--- src/rtl/muldiv_pkg.sv ---
// rtl/muldiv_pkg.sv - shared encodings and constants for the RV32M multiply/divide unit
package muldiv_pkg;

  localparam int XLEN  = 32;
  localparam int CNT_W = 5;

  typedef enum logic [2:0] {
    F3_MUL    = 3'b000,
    F3_MULH   = 3'b001,
    F3_MULHSU = 3'b010,
    F3_MULHU  = 3'b011,
    F3_DIV    = 3'b100,
    F3_DIVU   = 3'b101,
    F3_REM    = 3'b110,
    F3_REMU   = 3'b111
  } funct3_e;

  typedef enum logic [1:0] {
    S_IDLE = 2'd0,
    S_MUL  = 2'd1,
    S_DIV  = 2'd2,
    S_DONE = 2'd3
  } state_e;

  localparam logic [XLEN-1:0] DIV_BY_ZERO_Q = 32'hFFFF_FFFF;
  localparam logic [XLEN-1:0] INT_MIN       = 32'h8000_0000;

  function automatic logic [XLEN-1:0] cond_neg(input logic [XLEN-1:0] v, input logic neg);
    return neg ? (~v + 1'b1) : v;
  endfunction

endpackage

--- src/rtl/muldiv_iter_core.sv ---
// rtl/muldiv_iter_core.sv - 32-step shift datapath shared by shift-add multiply and restoring divide
// {hi,lo} holds the running product (MUL) or remainder/quotient (DIV); next values are exported.
module muldiv_iter_core #(
  parameter int XLEN  = 32,
  parameter int CNT_W = 5
) (
  input  logic             clk,
  input  logic             rst,
  input  logic             i_load,
  input  logic             i_step,
  input  logic             i_div,
  input  logic [XLEN-1:0]  i_a,
  input  logic [XLEN-1:0]  i_b,
  output logic [CNT_W-1:0] o_cnt,
  output logic [XLEN-1:0]  o_hi_next,
  output logic [XLEN-1:0]  o_lo_next
);

  logic [XLEN-1:0]  r_hi;
  logic [XLEN-1:0]  r_lo;
  logic [XLEN-1:0]  r_b;
  logic [CNT_W-1:0] r_cnt;
  logic [XLEN:0]    w_sum;
  logic [XLEN:0]    w_shift;
  logic [XLEN:0]    w_diff;

  always_comb begin
    w_sum   = {1'b0, r_hi} + (r_lo[0] ? {1'b0, r_b} : '0);
    w_shift = {r_hi, r_lo[XLEN-1]};
    w_diff  = w_shift - {1'b0, r_b};
    o_hi_next = w_sum[XLEN:1];
    o_lo_next = {w_sum[0], r_lo[XLEN-1:1]};
    if (i_div) begin
      // a borrow out of the trial subtraction means the divisor did not fit: restore
      if (!w_diff[XLEN]) begin
        o_hi_next = w_diff[XLEN-1:0];
        o_lo_next = {r_lo[XLEN-2:0], 1'b1};
      end else begin
        o_hi_next = w_shift[XLEN-1:0];
        o_lo_next = {r_lo[XLEN-2:0], 1'b0};
      end
    end
  end

  always_ff @(posedge clk or posedge rst) begin
    if (rst) begin
      r_hi  <= '0;
      r_lo  <= '0;
      r_b   <= '0;
      r_cnt <= '0;
    end else if (i_load) begin
      r_hi  <= '0;
      r_lo  <= i_a;
      r_b   <= i_b;
      r_cnt <= CNT_W'(XLEN - 1);
    end else if (i_step) begin
      r_hi  <= o_hi_next;
      r_lo  <= o_lo_next;
      r_cnt <= r_cnt - 1'b1;
    end
  end

  assign o_cnt = r_cnt;

endmodule

--- src/rtl/ex_muldiv_unit.sv ---
// rtl/ex_muldiv_unit.sv - EX-stage RV32M multiply/divide unit with FSM, sign fix-up and special cases
// MULDIV_FAST_MUL_EN selects a single-cycle 33x33 multiplier for the MUL family.
module ex_muldiv_unit #(
  parameter int XLEN  = 32,
  parameter int CNT_W = 5
) (
  input  logic            clk,
  input  logic            rst,
  input  logic            start,
  input  logic            kill,
  input  logic [2:0]      funct3,
  input  logic [XLEN-1:0] op_a,
  input  logic [XLEN-1:0] op_b,
  input  logic [4:0]      rd_in,
  output logic            busy,
  output logic            done,
  output logic [XLEN-1:0] result,
  output logic [4:0]      rd_out
);
  import muldiv_pkg::*;

  state_e            r_state;
  state_e            w_state_next;
  logic [2:0]        r_funct3;
  logic              r_neg;
  logic [4:0]        r_rd;
  logic [XLEN-1:0]   r_result;
  logic [4:0]        r_rd_out;

  funct3_e           w_f3;
  logic              w_accept;
  logic              w_a_signed, w_b_signed, w_a_neg, w_b_neg, w_neg;
  logic [XLEN-1:0]   w_a_mag, w_b_mag;
  logic              w_div_zero, w_div_ovf, w_special;
  logic [XLEN-1:0]   w_special_res;
  logic              w_core_load, w_core_step, w_iter_last, w_fast_mul;
  logic [CNT_W-1:0]  w_cnt;
  logic [XLEN-1:0]   w_hi_next, w_lo_next;
  logic [2*XLEN-1:0] w_prod;
  logic [XLEN-1:0]   w_iter_res, w_fast_res;

  assign w_f3       = funct3_e'(funct3);
  assign w_accept   = (r_state == S_IDLE) && start && !kill;
  assign w_a_signed = (w_f3 == F3_MULH) || (w_f3 == F3_MULHSU) || (w_f3 == F3_DIV) || (w_f3 == F3_REM);
  assign w_b_signed = (w_f3 == F3_MULH) || (w_f3 == F3_DIV) || (w_f3 == F3_REM);
  assign w_a_neg    = w_a_signed & op_a[XLEN-1];
  assign w_b_neg    = w_b_signed & op_b[XLEN-1];
  assign w_a_mag    = cond_neg(op_a, w_a_neg);
  assign w_b_mag    = cond_neg(op_b, w_b_neg);
  // remainder follows the dividend sign; products and quotients follow the sign xor
  assign w_neg      = (w_f3 == F3_REM) ? w_a_neg : (w_a_neg ^ w_b_neg);

  assign w_div_zero = funct3[2] && (op_b == '0);
  assign w_div_ovf  = ((w_f3 == F3_DIV) || (w_f3 == F3_REM)) && (op_a == INT_MIN) && (op_b == '1);
  assign w_special  = w_div_zero || w_div_ovf;
  assign w_special_res = w_div_zero ? (funct3[1] ? op_a : DIV_BY_ZERO_Q)
                                    : (funct3[1] ? '0 : INT_MIN);

`ifdef MULDIV_FAST_MUL_EN
  logic signed [2*XLEN+1:0] w_fast_prod;
  assign w_fast_prod = $signed({w_a_signed & op_a[XLEN-1], op_a}) * $signed({w_b_signed & op_b[XLEN-1], op_b});
  assign w_fast_res  = (w_f3 == F3_MUL) ? w_fast_prod[XLEN-1:0] : w_fast_prod[2*XLEN-1:XLEN];
  assign w_fast_mul  = w_accept && !funct3[2];
  assign w_core_load = w_accept && !w_special && funct3[2];
`else
  assign w_fast_res  = '0;
  assign w_fast_mul  = 1'b0;
  assign w_core_load = w_accept && !w_special;
`endif

  assign w_core_step = ((r_state == S_MUL) || (r_state == S_DIV)) && !kill;
  assign w_iter_last = w_core_step && (w_cnt == '0);

  muldiv_iter_core #(.XLEN(XLEN), .CNT_W(CNT_W)) u_core (
    .clk       (clk),
    .rst       (rst),
    .i_load    (w_core_load),
    .i_step    (w_core_step),
    .i_div     (r_state == S_DIV),
    .i_a       (w_a_mag),
    .i_b       (w_b_mag),
    .o_cnt     (w_cnt),
    .o_hi_next (w_hi_next),
    .o_lo_next (w_lo_next)
  );

  assign w_prod     = r_neg ? (~{w_hi_next, w_lo_next} + 1'b1) : {w_hi_next, w_lo_next};
  assign w_iter_res = (r_state == S_DIV) ? cond_neg(r_funct3[1] ? w_hi_next : w_lo_next, r_neg)
                    : ((r_funct3 == F3_MUL) ? w_prod[XLEN-1:0] : w_prod[2*XLEN-1:XLEN]);

  always_ff @(posedge clk or posedge rst) begin
    if (rst) r_state <= S_IDLE;
    else     r_state <= w_state_next;
  end

  always_comb begin
    w_state_next = r_state;
    case (r_state)
      S_IDLE: begin
        if (w_accept) begin
          if (w_special || w_fast_mul) w_state_next = S_DONE;
          else if (funct3[2])          w_state_next = S_DIV;
          else                         w_state_next = S_MUL;
        end
      end
      S_MUL, S_DIV: begin
        if (kill)               w_state_next = S_IDLE;
        else if (w_cnt == '0)   w_state_next = S_DONE;
      end
      S_DONE:  w_state_next = S_IDLE;
      default: w_state_next = S_IDLE;
    endcase
  end

  always_comb begin
    busy = 1'b0;
    done = 1'b0;
    case (r_state)
      S_IDLE:       busy = start && !kill && !rst;
      S_MUL, S_DIV: busy = !rst;
      S_DONE:       done = 1'b1;
      default:      busy = 1'b0;
    endcase
  end

  always_ff @(posedge clk or posedge rst) begin
    if (rst) begin
      r_funct3 <= '0;
      r_neg    <= 1'b0;
      r_rd     <= '0;
      r_result <= '0;
      r_rd_out <= '0;
    end else begin
      if (w_accept) begin
        r_funct3 <= funct3;
        r_neg    <= w_neg;
        r_rd     <= rd_in;
      end
      if (w_accept && w_special) begin
        r_result <= w_special_res;
        r_rd_out <= rd_in;
      end else if (w_fast_mul) begin
        r_result <= w_fast_res;
        r_rd_out <= rd_in;
      end else if (w_iter_last) begin
        r_result <= w_iter_res;
        r_rd_out <= r_rd;
      end
    end
  end

  assign result = r_result;
  assign rd_out = r_rd_out;

endmodule

--- config.mk ---
export PLATFORM = sky130hd
export DESIGN_NAME = ex_muldiv_unit
export DESIGN_NICKNAME = d
export VERILOG_FILES = /design/src/rtl/muldiv_pkg.sv /design/src/rtl/muldiv_iter_core.sv /design/src/rtl/ex_muldiv_unit.sv
export SDC_FILE = /design/constraint.sdc
export NUM_CORES = 1
export LEC_CHECK = 0
export CAP_MARGIN = 40
export CORE_ASPECT_RATIO = 1.75
export CORE_MARGIN = 1.5
export CORE_UTILIZATION = 56
export CTS_BUF_LIST = sky130_fd_sc_hd__clkbuf_4 sky130_fd_sc_hd__clkbuf_8
export CTS_CLUSTER_SIZE = 30
export DETAILED_ROUTE_END_ITERATION = 7
export GPL_TIMING_DRIVEN = 0
export PLACE_DENSITY = 0.84
export SYNTH_ARGS = -nofsm -noshare
export SYNTH_HDL_FRONTEND = slang
export SYNTH_HIERARCHICAL = 1
export SYNTH_SLANG_ARGS = --single-unit
--- constraint.sdc ---
create_clock -name clk -period 5.45 [get_ports clk]
set_clock_uncertainty 0.15 [all_clocks]
set_input_delay 1.09 -clock clk [delete_from_list [all_inputs] [get_ports clk]]
set_output_delay 1.09 -clock clk [all_outputs]
set_load 0.05 [all_outputs]
==> impl_metrics.tcl, run 1 <==
set metrics [dict create \
    ys_warn_count 6 \
    synth_fa_ha_area_share_pct 5.85 \
    worst_endpoint_kind "register data pin" \
    synth_top_area_share_pct 22.6 \
    die_h_um 230 \
    place_congestion 1.19 \
    synthMuxAreaShare_pct 9.10 \
    io_pins 115 \
    synth_area_leader_cell "dfrtp_1" \
    ys_ff_latch 149 \
    grt_max_degree 54 \
    io_buffers 107 \
    synth-seq-area-share_pct 22.6 \
    dpl.hpwl_um 59500 \
    yosys_most_used_dff "dfrtp_1" \
    h-tree-depth 4 \
    cts_hold_buf 0 \
    place_area_um2 18300 \
    synth_area_um2 16500 \
    synth_edf_count 0 \
    async_flop_share_pct 100 \
    postSynthCellCount 2208 \
    status "did not finish" \
    grt_util_all_layers_pct 56.4 \
    yosys-top-cells-area "dfrtp_1, nand2_1, mux2i_1" \
    synthSimpleGateAreaFrac_pct 24.4 \
    failing_step "5_1_grt" \
    clockBufferDepth 2 \
    error_line "[ERROR GRT-0232] Routing congestion too high. Check the congestion heatmap in the GUI." \
    crit_endpoint "result[26]$_DFFE_PP0P_/D" \
    synth_cell_types 88 \
    cts.sinks 149 \
    synth_nets 2360 \
    synth_top_family_by_area "simple AND/OR/NAND/NOR gates" \
    synth_compound_area_share_pct 23.5 \
    rows 83 \
    cts_made_buffers 17 \
    die_w_um 133 \
    synthXorXnorAreaFrac_pct 9.16 \
    syn_avg_cell_area_um2 7.48 \
    start_util_pct 56.6 \
    grt-ovfl-total 8 \
    root_buffer "clkbuf_8" \
]
==> kinds of logic after synthesis <==
| family | after synthesis |
|---|---|
| and+or+nand+nor | 827 |
| AOI/OAI and AO/OA | 613 |
| buffers and inverters | 228 |
| xor gates and xnor gates | 171 |
| DFF | 149 |
| muxes | 144 |
| adders and majority gates | 76 |
==> layer usage <==
| layer | GRT overflow | GRT usage [%] |
|---|---|---|
| met1 | 0 | 53.6 |
| met2 | 5 | 85.0 |
| met3 | 0 | 25.6 |
| met4 | 3 | 61.5 |
| met5 | 0 | 5.23 |
==> what timing repair did <==
item | 4_1_cts
gates cloned | 0
resized for setup | 188
endpoints found under the setup margin | 34
buffers inserted | 52
pin swaps | 46
==> stage by stage <==
stage	worst slack (ps)	utilization [%]	cells	hold WS (ps)
after CTS	-361	68.4	2797	336
after detailed placement	-1690	62.6	2716	312
after global placement	-1980	62.0	2697	311
after floorplan	28.7	-	2208	295
==> cell usage after synthesis, drive strengths merged (16+ instances only) <==
master	n
nand2	262
o21ai	195
nor2	186
a21oi	179
dfrtp	149
clkbuf	116
mux2i	94
inv	87
xor2	86
xnor2	85
nor3	76
ha	74
nand3	53
mux2	50
and2	49
nor4	34
nand4	33
a21o	24
buf	24
a31oi	22
or3	21
and3	20
o31ai	20
nand2b	19
or4	18
o21a	16
or2	16
==> inputs of run 2 (changes only) <==
--- a/config.mk
+++ b/config.mk
@@ -6,14 +6,11 @@
 export NUM_CORES = 1
 export LEC_CHECK = 0
 export CAP_MARGIN = 40
-export CORE_ASPECT_RATIO = 1.75
 export CORE_MARGIN = 1.5
-export CORE_UTILIZATION = 56
-export CTS_BUF_LIST = sky130_fd_sc_hd__clkbuf_4 sky130_fd_sc_hd__clkbuf_8
-export CTS_CLUSTER_SIZE = 30
+export CORE_UTILIZATION = 40
 export DETAILED_ROUTE_END_ITERATION = 7
 export GPL_TIMING_DRIVEN = 0
-export PLACE_DENSITY = 0.84
+export PLACE_DENSITY_LB_ADDON = 0.15
 export SYNTH_ARGS = -nofsm -noshare
 export SYNTH_HDL_FRONTEND = slang
 export SYNTH_HIERARCHICAL = 1
==> constraint.sdc (replaced) <==
create_clock -name clk -period 7.1 [get_ports clk]
set_clock_uncertainty 0.15 [all_clocks]
set_input_delay 1.42 -clock clk [delete_from_list [all_inputs] [get_ports clk]]
set_output_delay 1.42 -clock clk [all_outputs]
set_load 0.05 [all_outputs]
==> run 2 against run 1 <==
  * Synthesized cell count is the same
  * Area after synthesis is the same
  * The flow now finishes without violations
==> impl_metrics.tcl, run 2 <==
set metrics [dict create \
    ys_warn_count 6 \
    synth-seq-area-share_pct 22.6 \
    period_minus_slack_ps 6920 \
    synth_edf_count 0 \
    synth_most_common_cell "nand2_1" \
    grt_max_degree 54 \
    drv_cap 0 \
    io_buffers 107 \
    die_area_um2 42500 \
    drc 0 \
    async_flop_share_pct 100 \
    drt-total-wl_um 73600 \
    min_period_over_period_pct 97.5 \
    grt_util_all_layers_pct 34.9 \
    cts.sinks 149 \
    synth_area_um2 16500 \
    fmaxAchievable_mhz 144 \
    layout_commonest_cell "nand2_1" \
    whs_ps 335 \
    hp-class "flip-flop to flip-flop" \
    worstPathRequired_ps 7290 \
    synth_top_area_share_pct 22.6 \
    end_kind "flip-flop" \
    drtIter0Drc 2050 \
    path_max_fanout 10 \
    grt_pass1_vias 17500 \
    vias 18400 \
    die_h_um 206 \
    startpoint_type "flip-flop" \
    cp.arrival_ps 7110 \
    io_pins 115 \
    finalHoldViolations 0 \
    fin_nets 2505 \
    ant_nets 0 \
    start_util_pct 40.5 \
    tritoncts "built" \
    final_layout_size_suffix_gt1_share_pct 7.52 \
    rows 74 \
    clockBufferDepth 2 \
    h-tree-depth 4 \
    dr.pass1.iters 8 \
    clk_pin_slew_ps 70 \
    timing.final.max_slew_violations 0 \
    root_buffer "clkbuf_16" \
    synth_cell_types 88 \
    diodes 0 \
    via_per_inst 6.34 \
    synth_area_leader_cell "dfrtp_1" \
    antenna_found_initial 2 \
    nFillCells 4094 \
    tightest_slew_ps 1060 \
    layout_common_cells "nand2_1, nor2_1, o21ai_0, a21oi_1, dfrtp_1" \
    die_w_um 206 \
    ys_top_cells_by_count "nand2_1, nor2_1, o21ai_0, a21oi_1, dfrtp_1" \
    cts_made_buffers 17 \
    worstSkewPairLatency_ps 490 \
    grt_pass1_wl_um 110000 \
    yosys-top-cells-area "dfrtp_1, nand2_1, mux2i_1" \
    ys_ff_latch 149 \
    status "finished, final reports clean" \
    grt-ovfl-total 0 \
    postSynthCellCount 2208 \
    coreArea_um2 40800 \
    synth_nets 2360 \
    worst-setup-path-type "flip-flop to flip-flop" \
    dpl.hpwl_um 57900 \
    finalSetupViolations 0 \
    syn_avg_cell_area_um2 7.48 \
    place_congestion 1.06 \
    syn2layout_area_growth_pct 16.0 \
    yosys_most_used_dff "dfrtp_1" \
    max-slew-margin-rel_pct 29.1 \
    wl_per_cell_um 25.4 \
]
run 2: cell counts after synthesis:
No cell type changed its count.
run 2: worst max-delay path, cell delays in order, from the launching register on:
cell	delay (ps)
dfrtp_1	370
inv_1	160
ha_1	200
inv_1	60
fa_1	440
a211oi_2	250
o211ai_1	230
a31oi_4	280
o21ai_2	160
a221oi_4	310
buf_12	160
xnor2_4	150
buf_4	260
mux2_2	350
nor4_1	650
nand4_1	290
clkbuf_1	410
nor3_1	580
a21oi_1	170
xor2_1	190
a221oi_1	790
o21ai_0	160
run 2: final timing paths:
check                           cells after the start            start  slack (ps)        endpoint
max in group asynchronous                           3              rst        4710  u_core/r_b[26]
worst min-delay path                                2          r_rd[0]         340         r_rd[0]
worst min register to register                      2          r_rd[0]         340         r_rd[0]
worst max register to register                     21  u_core/r_lo[31]         180       result[7]
min in group asynchronous                           2              rst        1270       result[7]
worst max-delay path                               21  u_core/r_lo[31]         180       result[7]
run 2: logic make-up (layout without fill, tap and decap cells):
logic type	Yosys count	in the layout	synth area share, %
AOI/OAI and AO/OA	613	613	23.5
xor gates and xnor gates	171	171	9.16
adders and majority gates	76	76	5.85
buffers and inverters	228	386	5.43
DFF	149	149	22.6
muxes	144	144	9.10
and+or+nand+nor	827	827	24.4
run 2: cell type report:
| class | count | area (µm²) | share of cell area, % |
|---|---|---|---|
| inverters | 88 | 333 | 1.74 |
| multi-input cells | 1831 | 12000 | 62.7 |
| well taps | 532 | 666 | 3.47 |
| clock buffers | 20 | 457 | 2.38 |
| flip-flops and latches | 149 | 3730 | 19.5 |
| repair buffers | 126 | 1260 | 6.56 |
| plain buffers | 140 | 571 | 2.98 |
| clock inverters | 12 | 145 | 0.757 |
run 2: per-stage QoR:
stage	cells	cell area [µm²]	TNS [ps]	setup WS (ps)	util, %
6_report	2898	19200	0	177	46.9
5_1_grt	2898	19200	-17.7	-13.5	46.9
4_1_cts	2897	19100	0	5.50	46.7
3_5_place_dp	2865	18400	-373	-170	45.1
3_3_place_gp	2847	18300	-1140	-316	44.7
2_1_floorplan	2208	16500	0	1630	-
run 2: repair_timing:
action | CTS | global route
resized for setup | 5 | 14
setup buffers | 0 | 1
hold buffers | 0 | 0
pin swaps | 0 | 1
setup endpoints to repair | 4 | 15
run 2: routing by layer:
metal	wire length, µm	track usage, %	vias up
li1	-	-	8294
met1	32300	49.2	8768
met2	30700	51.1	1081
met3	7580	7.33	213
met4	2940	15.1	4
met5	24	0	-
Power of run 2 is left out: the tool's default activity adds up to more than one toggle a clock period on the data nets, which glitch-free logic cannot reach.
==> inputs of run 3 (changes only) <==
--- a/config.mk
+++ b/config.mk
@@ -9,6 +9,7 @@
 export CORE_MARGIN = 1.5
 export CORE_UTILIZATION = 40
 export DETAILED_ROUTE_END_ITERATION = 7
+export DONT_BUFFER_PORTS = 1
 export GPL_TIMING_DRIVEN = 0
 export PLACE_DENSITY_LB_ADDON = 0.15
 export SYNTH_ARGS = -nofsm -noshare
==> run 3 against run 2 <==
  * Cell area shrank 5.5%
  * Count of clock-buffer cells in the layout unchanged
  * Register-to-register slack lost 110 ps
  * Wire length is 0.41% higher
  * Hold slack lost 1.9 ps
  * First-iteration DRC count increased by 1.8%
  * Final cell count down 3.6%
  * Non-clock buffer count shrank 105
  * Setup slack got worse by 110 ps
  * Largest cell class unchanged
==> impl_metrics.tcl, run 3 (synthesis gave the netlist of run 2 again) <==
set metrics [dict create \
    status "finished, final reports clean" \
    layout_common_cells "nand2_1, nor2_1, o21ai_0, a21oi_1, dfrtp_1" \
    final_area_um2 18100 \
    antenna_found_initial 5 \
    cp.arrival_ps 7220 \
    layout_commonest_cell "nand2_1" \
    worstPathRequired_ps 7280 \
    drv_cap 0 \
    whs_ps 333 \
    max-slew-margin-rel_pct 29.8 \
    finalHoldViolations 0 \
    cp-startpoint "u_core/r_lo[31]" \
    final_layout_size_suffix_gt1_share_pct 8.01 \
    drtIter0Drc 2087 \
    fin_nets 2400 \
    grt_util_all_layers_pct 34.9 \
    worst-setup-path-type "flip-flop to flip-flop" \
    drc 0 \
    crit_end "result[26]" \
    ant_nets 0 \
    via_per_inst 6.41 \
    io_pins 115 \
    coreArea_um2 40800 \
    drt-total-wl_um 73900 \
    nFillCells 4205 \
    vias 17900 \
    cts_made_buffers 17 \
    timing.final.max_slew_violations 0 \
    tightest_slew_ps 1040 \
    rows 74 \
    start_util_pct 40.5 \
    clk_pin_slew_ps 70 \
    period_minus_slack_ps 7030 \
    die_area_um2 42500 \
    grt-ovfl-total 0 \
    fmaxAchievable_mhz 142 \
    dpl.hpwl_um 58400 \
    dr.pass1.iters 8 \
    min_period_over_period_pct 99.1 \
    grt_pass1_vias 16900 \
    rsz0062_at_grt "true" \
    syn2layout_area_growth_pct 9.63 \
    cts.sinks 149 \
    wl_per_cell_um 26.4 \
    cts_hold_buf 0 \
    r2r_end "result[26]" \
    place_congestion 1.03 \
    worstSkewPairLatency_ps 480 \
    grt_pass1_wl_um 109000 \
    die_h_um 206 \
    root_buffer "clkbuf_16" \
    finalSetupViolations 0 \
    tritoncts "built" \
    path_max_fanout 10 \
    grt_max_degree 42 \
    place_area_um2 17400 \
    die_w_um 206 \
    io_buffers 0 \
    end_kind "flip-flop" \
    r2r-start "u_core/r_lo[31]" \
    reg2reg_slack_ps 70 \
    hp-class "flip-flop to flip-flop" \
    clockBufferDepth 2 \
    h-tree-depth 4 \
    worstRegToRegCells 23 \
    startpoint_type "flip-flop" \
]
run 3: changes by cell type in the layout (fill, tap and decap cells not counted), sizes merged:
cell,delta
clkdlybuf4s15,+2
clkdlybuf4s50,-107
clkinv,+2
clkinvlp,-4
diode,+2
inv,+2
run 3: through the flow:
stage	cells	setup TNS (ps)	setup WS (ps)	util, %
after detailed placement	2760	-405	-270	42.6
after CTS	2792	0	3.37	44.1
after floorplan	2208	0	1630	-
after global placement	2740	-1780	-304	42.1
final	2795	0	65.6	44.4
after global routing	2793	-104	-90.5	44.3
run 3: how the worst min path moves through the flow:
| stage | start | endpoint | slack (ps) | cells after the start |
|---|---|---|---|---|
| after global placement | r_rd[0] | r_rd[0] | 310 | 2 |
| after floorplan | r_rd[0] | r_rd[0] | 300 | 2 |
| after detailed placement | r_rd[3] | r_rd[3] | 320 | 2 |
| final | r_rd[2] | r_rd[2] | 330 | 2 |
| after CTS | r_rd[3] | r_rd[3] | 340 | 2 |
| after global routing | r_rd[2] | r_rd[2] | 370 | 2 |
run 3: metal layers:
| layer | share of wire (%) | track usage (%) | vias up |
|---|---|---|---|
| li1 | - | - | 8077 |
| met1 | 43 | 48.1 | 8591 |
| met2 | 42 | 50.6 | 1052 |
| met3 | 11 | 9.95 | 194 |
| met4 | 4.0 | 14.7 | 2 |
| met5 | 0.018 | 0 | - |
run 3: critical path: stages, from the launching register on:
cell and delay [ps]:
dfrtp_1 370, inv_1 150, ha_1 200, inv_1 60, fa_1 440, a211oi_2 260
o211ai_1 230, a31oi_4 260, o21ai_2 160, a221oi_4 420, buf_4 210, xor2_4 340
buf_4 270, o211ai_1 140, and2_1 370, nor4_2 420, clkdlybuf4s15_2 300, nand4_1 150
nor2_1 250, or4b_2 680, mux2i_1 250, nor2_1 70, o211ai_1 590, a21oi_1 140
run 3: area by class of cell:
| cell class | count | area [µm²] | share of cell area [%] |
|---|---|---|---|
| Antenna cell | 2 | 5.00 | 0.0276 |
| Buffer | 140 | 574 | 3.17 |
| Clock buffer | 20 | 457 | 2.52 |
| Clock inverter | 12 | 140 | 0.774 |
| Inverter | 88 | 333 | 1.84 |
| Multi-Input combinational cell | 1831 | 12000 | 66.3 |
| Sequential cell | 149 | 3730 | 20.6 |
| Tap cell | 532 | 666 | 3.68 |
| Timing Repair Buffer | 21 | 203 | 1.12 |
run 3: what timing repair did:
item,4_1_cts,5_1_grt
resized for setup,6,16
endpoints found under the setup margin,3,17
setup buffers,0,1
pin swaps,0,2
Power of run 3 is left out for the same reason.
